### config.mk
export PLATFORM = sky130hd
export DESIGN_NAME = nibble_serial_subtractor
export DESIGN_NICKNAME = d
export VERILOG_FILES = /design/src/rtl/arith_pkg.sv /design/src/rtl/nibble_serial_subtractor_cra.sv /design/src/rtl/nibble_serial_subtractor.sv
export SDC_FILE = /design/constraint.sdc
export NUM_CORES = 1
export LEC_CHECK = 0
export CORE_MARGIN = 4
export CORE_UTILIZATION = 50
export DETAILED_ROUTE_END_ITERATION = 10
export GPL_ROUTABILITY_DRIVEN = 1
export GPL_TIMING_DRIVEN = 0
export PLACE_DENSITY_LB_ADDON = 0.12
export SLEW_MARGIN = 20
export SYNTH_ARGS = -nofsm -noshare
export SYNTH_HDL_FRONTEND = slang
export SYNTH_SLANG_ARGS = --single-unit
export TNS_END_PERCENT = 10
### constraint.sdc
create_clock -name Clk -period 4.4 [get_ports Clk]
set_input_delay 1.1 -clock Clk [delete_from_list [all_inputs] [get_ports Clk]]
set_output_delay 1.1 -clock Clk [all_outputs]
set_load 0.005 [all_outputs]
### src/rtl/arith_pkg.sv
// Shared arithmetic-library definitions: datapath width and the serial
// subtractor's FSM encoding.
package arith_pkg;

    localparam int unsigned NIBBLES = 4;
    localparam int unsigned WIDTH   = 16;

    typedef enum logic [1:0] {
        IDLE,
        RUN,
        DONE
    } sub_state_t;

endpackage

### src/rtl/nibble_serial_subtractor_cra.sv
// 4-bit ripple-carry adder slice from the arithmetic library.
module CRA (
    input  logic [3:0] a,
    input  logic [3:0] b,
    input  logic       cin,
    output logic [3:0] sum,
    output logic       cout
);

    logic [4:0] carry;

    always_comb begin
        carry    = '0;
        sum      = '0;
        carry[0] = cin;
        for (int unsigned i = 0; i < 4; i++) begin
            sum[i]       = a[i] ^ b[i] ^ carry[i];
            carry[i + 1] = (a[i] & b[i]) | (carry[i] & (a[i] ^ b[i]));
        end
        cout = carry[4];
    end

endmodule

### src/rtl/nibble_serial_subtractor.sv
// 16-bit subtractor D = A - B - bin, one nibble per cycle through a single
// CRA slice, with valid/ready handshakes and borrow/overflow/zero flags.
module nibble_serial_subtractor
    import arith_pkg::*;
(
    input  logic             Clk,
    input  logic             Reset,
    input  logic             in_valid,
    output logic             in_ready,
    input  logic [WIDTH-1:0] A,
    input  logic [WIDTH-1:0] B,
    input  logic             bin,
    output logic             out_valid,
    input  logic             out_ready,
    output logic [WIDTH-1:0] D,
    output logic             bout,
    output logic             V,
    output logic             Z
);

    sub_state_t       state;
    sub_state_t       state_next;
    logic [1:0]       nib;
    logic             c;
    logic [WIDTH-1:0] a_reg;
    logic [WIDTH-1:0] b_reg;
    logic [3:0]       a_nib;
    logic [3:0]       b_nib;
    logic [3:0]       sum_nib;
    logic             carry_out;
    logic [3:0]       d_we;
    logic             accept;
    logic             last_nib;

    assign accept   = in_valid && (state == IDLE);
    assign last_nib = (nib == 2'd3);

    // Subtraction as A + ~B + ~bin, one nibble at a time.
    always_comb begin
        a_nib = a_reg[{nib, 2'b00} +: 4];
        b_nib = ~b_reg[{nib, 2'b00} +: 4];
    end

    CRA u_slice (
        .a    (a_nib),
        .b    (b_nib),
        .cin  (c),
        .sum  (sum_nib),
        .cout (carry_out)
    );

    always_comb begin
        d_we = '0;
        if (state == RUN) begin
            d_we[nib] = 1'b1;
        end
    end

    always_ff @(posedge Clk or posedge Reset) begin
        if (Reset) begin
            state <= IDLE;
        end else begin
            state <= state_next;
        end
    end

    always_comb begin
        state_next = state;
        case (state)
            IDLE:    if (in_valid) state_next = RUN;
            RUN:     if (last_nib) state_next = DONE;
            DONE:    if (out_ready) state_next = IDLE;
            default: state_next = IDLE;
        endcase
    end

    always_comb begin
        in_ready  = (state == IDLE);
        out_valid = (state == DONE);
    end

    always_ff @(posedge Clk or posedge Reset) begin
        if (Reset) begin
            nib   <= '0;
            c     <= 1'b0;
            a_reg <= '0;
            b_reg <= '0;
            D     <= '0;
            bout  <= 1'b0;
            V     <= 1'b0;
            Z     <= 1'b0;
        end else if (accept) begin
            a_reg <= A;
            b_reg <= B;
            c     <= ~bin;
            nib   <= '0;
        end else if (state == RUN) begin
            c   <= carry_out;
            nib <= nib + 2'd1;
            for (int unsigned i = 0; i < NIBBLES; i++) begin
                if (d_we[i]) begin
                    D[i*4 +: 4] <= sum_nib;
                end
            end
            // Top nibble is still in flight, so flags use sum_nib directly.
            if (last_nib) begin
                bout <= ~carry_out;
                V    <= (a_reg[WIDTH-1] ^ b_reg[WIDTH-1]) & (sum_nib[3] ^ a_reg[WIDTH-1]);
                Z    <= ~|{sum_nib, D[11:0]};
            end
        end
    end

endmodule

==> results of run 1 <==
## layer usage
layer / vias to the layer above / share of wire
li1: 759 / -
met4: 0 / 0.011
met1: 786 / 0.45
met3: 7 / 0.049
met2: 42 / 0.49
met5: - / 0
## cells by family after synthesis
kind of cell | after synthesis | share of synthesized area
flip-flops | 56 | 0.536
AND/OR/NAND/NOR | 32 | 0.0661
multiplexers | 45 | 0.264
adder cells (fa/ha/maj) | 8 | 0.0498
AO/OA/AOI/OAI | 20 | 0.0398
buffers and inverters | 17 | 0.0436
## path summary, 6_finish.rpt
| check | endpoint | start |
|---|---|---|
| hold reg to reg | Z | Z |
| setup / recovery | Z | nib[0] |
| hold / removal | Z | Z |
| max in group asynchronous | a_reg[4] | Reset |
| setup reg to reg | Z | nib[0] |
| min in group asynchronous | a_reg[7] | Reset |
## power groups by stage
| stage | sequential, mW | clock, mW | combinational [mW] |
|---|---|---|---|
| floorplan | 0.912 | 0 | 1.01 |
| global placement | 0.949 | 0 | 1.47 |
| detailed placement | 0.959 | 0 | 1.50 |
| CTS | 0.947 | 0.341 | 1.51 |
| global route | 0.983 | 0.364 | 1.63 |
| finish | 0.944 | 0.334 | 1.48 |
## synthesized netlist by cell type, drive strengths merged
library cell / instances / area, um^2
a21oi: 1 / 5.00
and3b: 1 / 8.76
buf: 6 / 72.6
clkbuf: 1 / 3.75
dfrtp: 56 / 1400
fa: 4 / 80.1
ha: 4 / 50.1
inv: 10 / 37.5
mux2: 37 / 510
mux4: 8 / 180
nand2: 14 / 52.6
nand2b: 2 / 12.5
nand3: 3 / 15.0
nand3b: 4 / 30.0
nand4: 1 / 6.26
nor2: 2 / 7.51
nor4: 2 / 12.5
nor4b: 1 / 8.76
nor4bb: 1 / 10.0
o21ai: 18 / 90.1
o221ai: 1 / 8.76
or3b: 1 / 8.76
## stage by stage
step                      power (mW)  cell area, um^2  hold WS, ns
after floorplan                 1.92             2610        0.473
after global placement          2.42             3270        0.460
after detailed placement        2.46             3270        0.476
after CTS                       2.80             3380        0.499
after global routing            2.98             3380        0.529
final                           2.75             3380        0.494
## worst min-delay path, cell delays in order (launching register included)
cell	delay, ns
dfrtp_1	0.36
nand2_1	0.05
o21ai_0	0.06
## area by class of cell
type | count | area [um^2]
inverters | 10 | 40.0
repair buffers | 57 | 571
clock inverters | 3 | 42.5
multi-input cells | 105 | 1100
flip-flops and latches | 56 | 1400
well taps | 70 | 87.6
fillers | 406 | 1690
clock buffers | 5 | 68.8
plain buffers | 7 | 76.3
## cells in the final DEF, fill, tap and decap left out
cell,instances
clkdlybuf4s50_1,57
dfrtp_1,56
mux2_4,25
o21ai_0,18
nand2_1,14
mux2_2,12
inv_1,9
mux4_2,8
clkbuf_8,5
nand3b_1,4
fa_1,4
ha_1,4
nand3_1,3
buf_6,2
buf_12,2
nand2b_1,2
buf_2,2
nor4_1,2
nor2_1,2
or3b_1,1
o221ai_1,1
nor4b_1,1
nor4bb_1,1
nand4_1,1
clkbuf_1,1
and3b_1,1
a21oi_1,1
inv_4,1
clkinvlp_4,1
bufinv_16,1
clkinv_2,1
==> results.md, run 1 <==
- Critical Path RT: approximately 4.6 ns
- Yosys reg bits: 56
- Clock network latency to the later pin of the worst-skew pair: roughly 0.31 ns
- Clock power share: 0.121
- Sw Share: 0.350
- GRT met2 Usage: 0.262
- Post-CTS resize count: 0
- Vias per inst: between 5 and 6
- Sinks on Clock Net: 56
- Cts hold-fix bufs: 0
- Via count: 1594
- Die area: approximately 6400 um^2
- Slew Limit Fails: 0
- Final setup fails: 0
- Detailed-route wire length: between 4000 and 5000 um
- Drt initial violations: 74
- Die Wd: around 80 um
- Mapped cell area: around 2600 um^2
- Final hold vios: 0
- Syn nets: approximately 220
- Syn Area/Cell: about 15 um^2
- Final Skew: slightly below 0.01 ns
- Ports: 58
- Root buffer cell: clkbuf_8
- Sum of buffers and inverters on the critical path: 3
- Share of cells above drive strength 1: 0.247
- Initial antenna violation count: 0
- CTS tree: yes
- R2R setup slack: between 0.6 and 0.7 ns
- Crit end category: flop
- GRT overflow: 0
- Post-DRT Antenna Nets: 0
- Final Cycle Share: 0.844
- Synth cell types: 25
- Kind of critical path: flop to flop
- Max FO, Critical Path: 10
- Final WS setup: between 0.6 and 0.7 ns
- Met1 usage: 0.217
- Vias in the first global route: 1543
- Core Area: about 5100 um^2
- Mapped Cells: approximately 180
- DR DRC count: 0
- GR Layer Usage met3: 0.0336
- Worst Path Arrival: ~4 ns
- Initial Util: 0.515
- Achievable frequency: between 200 and 300 MHz
- Crit path cell chain: buf_2 -> mux4_2 -> inv_1 -> fa_1 -> inv_1 -> fa_1 -> fa_1 -> fa_1 -> nor4b_1 -> nand4_1 -> o21ai_0
- Hold Crit Class: flop to flop
- # nets final: about 290
- NetSw: slightly below 1 mW
- Status: completed
- Leak: 1.52 nW
- DR WL/cell: 15.3 um
- TritonCTS buffer count: 5
- Cell depth of the worst setup path: 11
- Largest net degree at the start of global routing: 57
- Antenna diodes: 0
- Least-Margin Pin Slew: approximately 0.66 ns
- PwrDens: between 800 and 900 nW/um^2
- Finished Layout Cells: between 300 and 400
- RSZ-0062 raised after global routing: no
- Placed Instances: about 300
- CP max stage delay: between 0.6 and 0.7 ns
- Finished Core Util: 0.667
- Die height: between 80 and 90 um
- VDD IR-drop max: slightly below 0.4 mV
- Slew margin rel.: 0.557
- GRT Resource Usage Total: 0.161
- Post-placement worst setup slack: ~0.65 ns
- Most used cell, CP: fa_1
- Crit-path leading delay family: adder cells
- Maxcap violations: 0
- Comb pwr share: 0.536
- GP Congestion: 0.751
- R2R depth: 11
- Sequential share of the synthesized area: 0.536
- Synth-to-Final Area Change: 29.5%
- Most used routing layer: met2
- Post-CTS Setup Inserts: 0
- Hold path cells: 2
- Total Neg Setup Slack: 0 ns
- DP HPWL: between 3000 and 4000 um
- Nature of the critical path startpoint: flop
- I/O Buffers: 57
- Bufs on Longest Clock Path: 2
- Ys Warns: 0
- Final min period: roughly 3.7 ns
- Row cnt: 26
- Slowest-stage cell, CP: fa_1
- CTS H-tree lvls: 2
- CTS clk-pin slew, worst paths: ~0.10 ns
- Reg power frac: 0.343
- Internal: around 1.8 mW
- First-pass GRT wire length: between 7000 and 8000 um
- First-pass DRT Iterations: 4
No activity file was read; power rests on OpenSTA's default activity.
==> run 2, diff against run 1 <==
--- a/config.mk
+++ b/config.mk
@@ -6,7 +6,7 @@
 export NUM_CORES = 1
 export LEC_CHECK = 0
 export CORE_MARGIN = 4
-export CORE_UTILIZATION = 50
+export CORE_UTILIZATION = 45
 export DETAILED_ROUTE_END_ITERATION = 10
 export GPL_ROUTABILITY_DRIVEN = 1
 export GPL_TIMING_DRIVEN = 0
==> constraint.sdc (replaced) <==
create_clock -name Clk -period 3.08 [get_ports Clk]
set_input_delay 0.77 -clock Clk [delete_from_list [all_inputs] [get_ports Clk]]
set_output_delay 0.77 -clock Clk [all_outputs]
set_load 0.005 [all_outputs]
==> run 2 against run 1 <==
  * The flow now finishes with violations (setup timing)
  * Largest cell class unchanged
  * Combinational power up 59%
  * Critical endpoint unchanged
  * Worst hold slack got worse by 0.0056 ns
  * Clock power is 26% higher
  * Largest power group unchanged
  * Global-route usage down 0.61 points
==> results.md, run 2 (synthesized netlist as in run 1, its figures left out) <==
- Finished Core Util: 0.618 (-0.0487)
- Placed inst area: 3290 um^2 (+0.61%)
- R2R depth: 11 (unchanged)
- Crit path launch: nib[0]
- First-pass GRT wire length: 8670 um (+12%)
- Die height: 84.2 um (+4.9%)
- Final hold vios: 0 (unchanged)
- R2R setup slack: -0.04 ns (-0.72 ns)
- Reg2reg end: Z
- DR DRC count: 0 (unchanged)
- Row cnt: 27 (+3.8%)
- Initial Util: 0.469 (-0.0461)
- Failing checks: setup timing
- I/O Buffers: 57 (unchanged)
- Finished Layout Cells: 319 (+1.9%)
- Final setup fails: 2 (+2)
- First-pass DRT Iterations: 4 (unchanged)
- DP HPWL: 3640 um (+2.9%)
- Final Skew: 0.00952 ns (-0.000366 ns)
- Least-Margin Pin Slew: 0.680 ns (+0.0164 ns)
- Die area: 7090 um^2 (+10%)
- Final WS setup: -0.0354 ns (-0.722 ns)
- Nature of the critical path startpoint: flop
- GRT Resource Usage Total: 0.155 (-0.00606)
- Root buffer cell: clkbuf_8
- Drt initial violations: 36 (-51%)
- Worst Path Arrival: 3.36 ns (-0.59 ns)
- Design Area, Final: 3450 um^2 (+1.8%)
- Largest net degree at the start of global routing: 57 (unchanged)
- Most common cell after layout, fill and taps aside: clkdlybuf4s50_1
- Vias in the first global route: 1694 (+9.8%)
- Core Area: 5570 um^2 (+9.8%)
- CTS tree: yes
- Final Cycle Share: 1.01 (+0.168)
- Antenna diodes: 0 (unchanged)
- Bufs on Longest Clock Path: 2 (unchanged)
- Setup crit end: Z
- CTS H-tree lvls: 2 (unchanged)
- Maxcap violations: 0 (unchanged)
- Crit end category: flop
- Vias per inst: 5.05 (-0.77%)
- CTS clk-pin slew, worst paths: 0.09 ns (about the same)
- # fillers: 443 (+9.1%)
- Detailed-route wire length: 5130 um (+6.8%)
- PwrDens: 1200 nW/um^2 (+48%)
- Kind of critical path: flop to flop
- Via count: 1612 (+1.1%)
- GP Congestion: 0.719 (-4.3%)
- Tot Pwr: 4.14 mW (+50%)
- Share of cells above drive strength 1: 0.283 (+0.0365)
- Sinks on Clock Net: 56 (unchanged)
- TritonCTS buffer count: 5 (unchanged)
- # nets final: 292 (+1.7%)
- Clock network latency to the later pin of the worst-skew pair: 0.30 ns (about the same)
- RSZ-0062 raised after global routing: yes
- Reg2reg start: nib[0]
- Slew Limit Fails: 0 (unchanged)
- Slew margin rel.: 0.546 (-0.0109)
- Placed Instances: 307 (+0.66%)
- Hold Crit Class: flop to flop
- Post-DRT Antenna Nets: 0 (unchanged)
- Initial antenna violation count: 0 (unchanged)
- Commonest cells after routing, fill and taps aside: clkdlybuf4s50_1, dfrtp_1, mux2_4, o21ai_0, nand2_1
- Status: complete, but fails checks
- Synth-to-Final Area Change: 31.9%
- Die Wd: 84.2 um (+4.9%)
- Worst Hold Margin: 0.489 ns (-0.00559 ns)
- Max FO, Critical Path: 5 (-5)
- GRT overflow: 0 (unchanged)
- VDD IR-drop max: 0.577 mV (+46%)
- Critical Path RT: 3.32 ns (-1.32 ns)
- Ports: 58 (unchanged)
- Leak: 1.55 nW (+1.7%)
- Achievable frequency: 321 MHz (+19%)
- Final min period: 3.12 ns (-0.598 ns)
- DR WL/cell: 16.1 um (+4.8%)
[run 2: cell types whose count changed in the layout (fill, tap and decap cells not counted), sizes merged]
cell	delta
bufinv	-1
clkinvlp	-1
clkbuf	+2
buf	+5
clkinv	-1
[run 2: how the worst min path moves through the flow]
stage               start  endpoint  slack, ns  cells past startpoint
global route        D[13]     D[13]       0.51                      2
floorplan           D[13]     D[13]       0.47                      2
finish              D[13]     D[13]       0.49                      2
detailed placement  D[13]     D[13]       0.47                      2
global placement    D[14]     D[14]       0.46                      2
CTS                 D[13]     D[13]       0.50                      2
[run 2: metrics by stage]
stage / setup TNS (ns) / setup slack [ns]
after floorplan: 0 / 0.00170
after global placement: -6.82 / -0.392
after detailed placement: -0.880 / -0.402
after CTS: -0.0901 / -0.0476
after global routing: -0.300 / -0.155
final: -0.0674 / -0.0354
[run 2: critical path: stages (launching register included)]
cell and delay, ns:
dfrtp_2 0.40, buf_8 0.12, mux4_2 0.50, inv_2 0.07
fa_1 0.15, inv_1 0.05, fa_2 0.33, fa_2 0.36
fa_2 0.60, nor4b_4 0.21, nand4_1 0.13, o21ai_1 0.14
[run 2: cell type report]
| type | instances | area, um^2 | share of cell area |
|---|---|---|---|
| Clock buffer | 7 | 96.3 | 0.0280 |
| Inverter | 10 | 40.0 | 0.0116 |
| Multi-Input combinational cell | 105 | 1120 | 0.325 |
| Tap cell | 72 | 90.1 | 0.0261 |
| Timing Repair Buffer | 62 | 608 | 0.176 |
| Buffer | 7 | 88.8 | 0.0258 |
| Sequential cell | 56 | 1400 | 0.407 |
[run 2: timing repair]
action	4_1_cts	5_1_grt
endpoints found under the setup margin	6	2
setup buffers	5	0
resized for setup	6	0
hold buffers	0	0
pin swaps	3	0
[run 2: layer usage]
metal  global-route usage  wire length, um  vias up
met5                    0                0        -
met4               0.0351               44        0
met3               0.0383              279        6
met2                0.252             2480       48
met1                0.211             2330      789
li1                     -                -      769
[run 2: report_power, final]
group          switching, mW  internal (mW)
combinational          0.971           1.39
sequential             0.249           1.11
clock                  0.221          0.201
total                   1.44           2.70
==> run 3, diff against run 2 <==
--- a/config.mk
+++ b/config.mk
@@ -5,6 +5,7 @@
 export SDC_FILE = /design/constraint.sdc
 export NUM_CORES = 1
 export LEC_CHECK = 0
+export CORE_ASPECT_RATIO = 0.9
 export CORE_MARGIN = 4
 export CORE_UTILIZATION = 45
 export DETAILED_ROUTE_END_ITERATION = 10
==> run 3 against run 2 <==
  * The flow still finishes with violations (setup timing)
  * Core utilization down 0.92 points
  * Via count down 1.9%
  * Largest cell class unchanged
  * Die area about the same
  * Total power up 1.2%
==> results.md, run 3 (synthesized netlist as in run 1, its figures left out) <==
- Status: complete, but fails checks
- Failing checks: setup timing
- PwrDens: 1220 nW/um^2 (+1.1%)
- Via count: 1581 (-1.9%)
- Nature of the critical path startpoint: flop
- Post-DRT Antenna Nets: 0 (unchanged)
- Drt initial violations: 47 (+31%)
- Final min period: 3.10 ns (-0.0157 ns)
- Final setup fails: 2 (unchanged)
- Synth-to-Final Area Change: 31.9% (about the same)
- Crit-path leading delay family: adder cells
- Final Skew: 0.00468 ns (-0.00485 ns)
- DR DRC count: 0 (unchanged)
- Most used cell, CP: fa_2
- DP HPWL: 3610 um (-0.88%)
- Worst Path Arrival: 3.34 ns (-0.02 ns)
- # nets final: 291 (-0.34%)
- Finished Core Util: 0.609 (-0.00921)
- Bufs on Longest Clock Path: 2 (unchanged)
- Critical Path RT: 3.32 ns (about the same)
- Initial antenna violation count: 0 (unchanged)
- Slew Limit Fails: 0 (unchanged)
- Kind of critical path: flop to flop
- Vias per inst: 4.99 (-1.3%)
- First-pass DRT Iterations: 4 (unchanged)
- Hold Crit Class: flop to flop
- TritonCTS buffer count: 5 (unchanged)
- Antenna diodes: 0 (unchanged)
- Final Cycle Share: 1.01 (-0.00508)
- Achievable frequency: 323 MHz (+0.51%)
- Crit end category: flop
- RSZ-0062 raised after global routing: yes
- Crit path cell chain: buf_8 -> mux4_2 -> inv_2 -> fa_1 -> inv_1 -> fa_2 -> fa_2 -> fa_2 -> nor4b_4 -> nand4_1 -> o21ai_1
- Ports: 58 (unchanged)
- Maxcap violations: 0 (unchanged)
- Clock network latency to the later pin of the worst-skew pair: 0.31 ns (about the same)
- CTS tree: yes
- GP Congestion: 0.752 (+4.7%)
- Max FO, Critical Path: 5 (unchanged)
- Share of cells above drive strength 1: 0.279 (-0.00405)
- CP max stage delay: 0.60 ns (about the same)
- I/O Buffers: 57 (unchanged)
- Cts hold-fix bufs: 0 (unchanged)
- VDD IR-drop max: 0.605 mV (+4.8%)
- Commonest cells after routing, fill and taps aside: clkdlybuf4s50_1, dfrtp_1, mux2_4, o21ai_0, nand2_1
- Vias in the first global route: 1644 (-3.0%)
- GRT overflow: 0 (unchanged)
- Largest net degree at the start of global routing: 57 (unchanged)
- Root buffer cell: clkbuf_8
- Least-Margin Pin Slew: 0.701 ns (+0.0201 ns)
- Slew margin rel.: 0.533 (-0.0134)
- Core Area: 5660 um^2 (+1.5%)
- Die height: 80.3 um (-4.6%)
- CTS clk-pin slew, worst paths: 0.09 ns (about the same)
- Slowest-stage cell, CP: fa_2
- CTS H-tree lvls: 2 (unchanged)
- Row cnt: 26 (-3.7%)
- Final WS setup: -0.0197 ns (+0.0157 ns)
- Total Neg Setup Slack: -0.0318 ns (+0.0356 ns)
- DR WL/cell: 15.8 um (-1.7%)
- Leak: 1.55 nW (about the same)
- Final hold vios: 0 (unchanged)
- Detailed-route wire length: 5010 um (-2.3%)
- Most common cell after layout, fill and taps aside: clkdlybuf4s50_1
- Sum of buffers and inverters on the critical path: 3 (unchanged)
- Sinks on Clock Net: 56 (unchanged)
- Die Wd: 88.3 um (+4.9%)
- Post-placement worst setup slack: -0.367 ns (+0.0349 ns)
- Die area: 7090 um^2 (about the same)
- Initial Util: 0.462 (-0.00715)
- First-pass GRT wire length: 8320 um (-4.1%)
- GRT Resource Usage Total: 0.156 (+0.00114)
run 3: cell types whose count changed in the layout (fill, tap and decap cells not counted), sizes merged:
| cell | before | now |
|---|---|---|
| buf | 11 | 10 |
| clkbuf | 8 | 7 |
| clkinv | 0 | 1 |
| bufinv | 0 | 1 |
run 3: metal layers:
layer / GRT usage / part of all wire / vias to the layer above
li1: - / - / 762
met1: 0.220 / 0.47 / 770
met5: 0 / 0 / -
met4: 0.0544 / 0.014 / 0
met2: 0.238 / 0.47 / 42
met3: 0.0318 / 0.054 / 7
run 3: per-stage QoR:
stage	hold WS [ns]	std cells	power [mW]	area, um^2
global placement	0.461	305	3.55	3290
global route	0.520	317	4.53	3450
finish	0.487	317	4.19	3450
CTS	0.494	317	4.25	3450
detailed placement	0.471	305	3.60	3290
floorplan	0.473	178	2.80	2630
run 3: worst paths after layout:
path	startpoint	endpoint	slack (ns)	cells after the start
setup / recovery	nib[0]	Z	-0.02	11
hold / removal	D[14]	D[14]	0.49	2
setup reg to reg	nib[0]	Z	-0.02	11
hold reg to reg	D[14]	D[14]	0.49	2
max in group asynchronous	Reset	nib[0]	1.65	2
min in group asynchronous	Reset	D[15]	0.92	2
run 3: layout make-up:
type                            count  area, um^2
Inverter                           10        40.0
Clock buffer                        6        72.6
Fill cell                         462        2210
Buffer                              7        88.8
Sequential cell                    56        1400
Multi-Input combinational cell    105        1120
Clock inverter                      2        35.0
Tap cell                           70        87.6
Timing Repair Buffer               61         601
run 3: timing repair:
item	4_1_cts	5_1_grt
resized for setup	7	0
setup buffers	4	0
pin swaps	3	0
endpoints found under the setup margin	6	2
run 3: power by group:
part	total, mW	internal (mW)	switching (mW)	leakage, nW
registers	1.36	1.11	0.247	0.673
logic	2.36	1.39	0.976	0.822
clock network	0.472	0.242	0.230	0.0552
run 3: tightest hold or removal path: cells and delay by family, from the launching register on:
| family | cells | cell delay, ns |
|---|---|---|
| AOI/OAI and AO/OA | 1 | 0.06 |
| and+or+nand+nor | 1 | 0.05 |
| DFF | 1 | 0.35 |
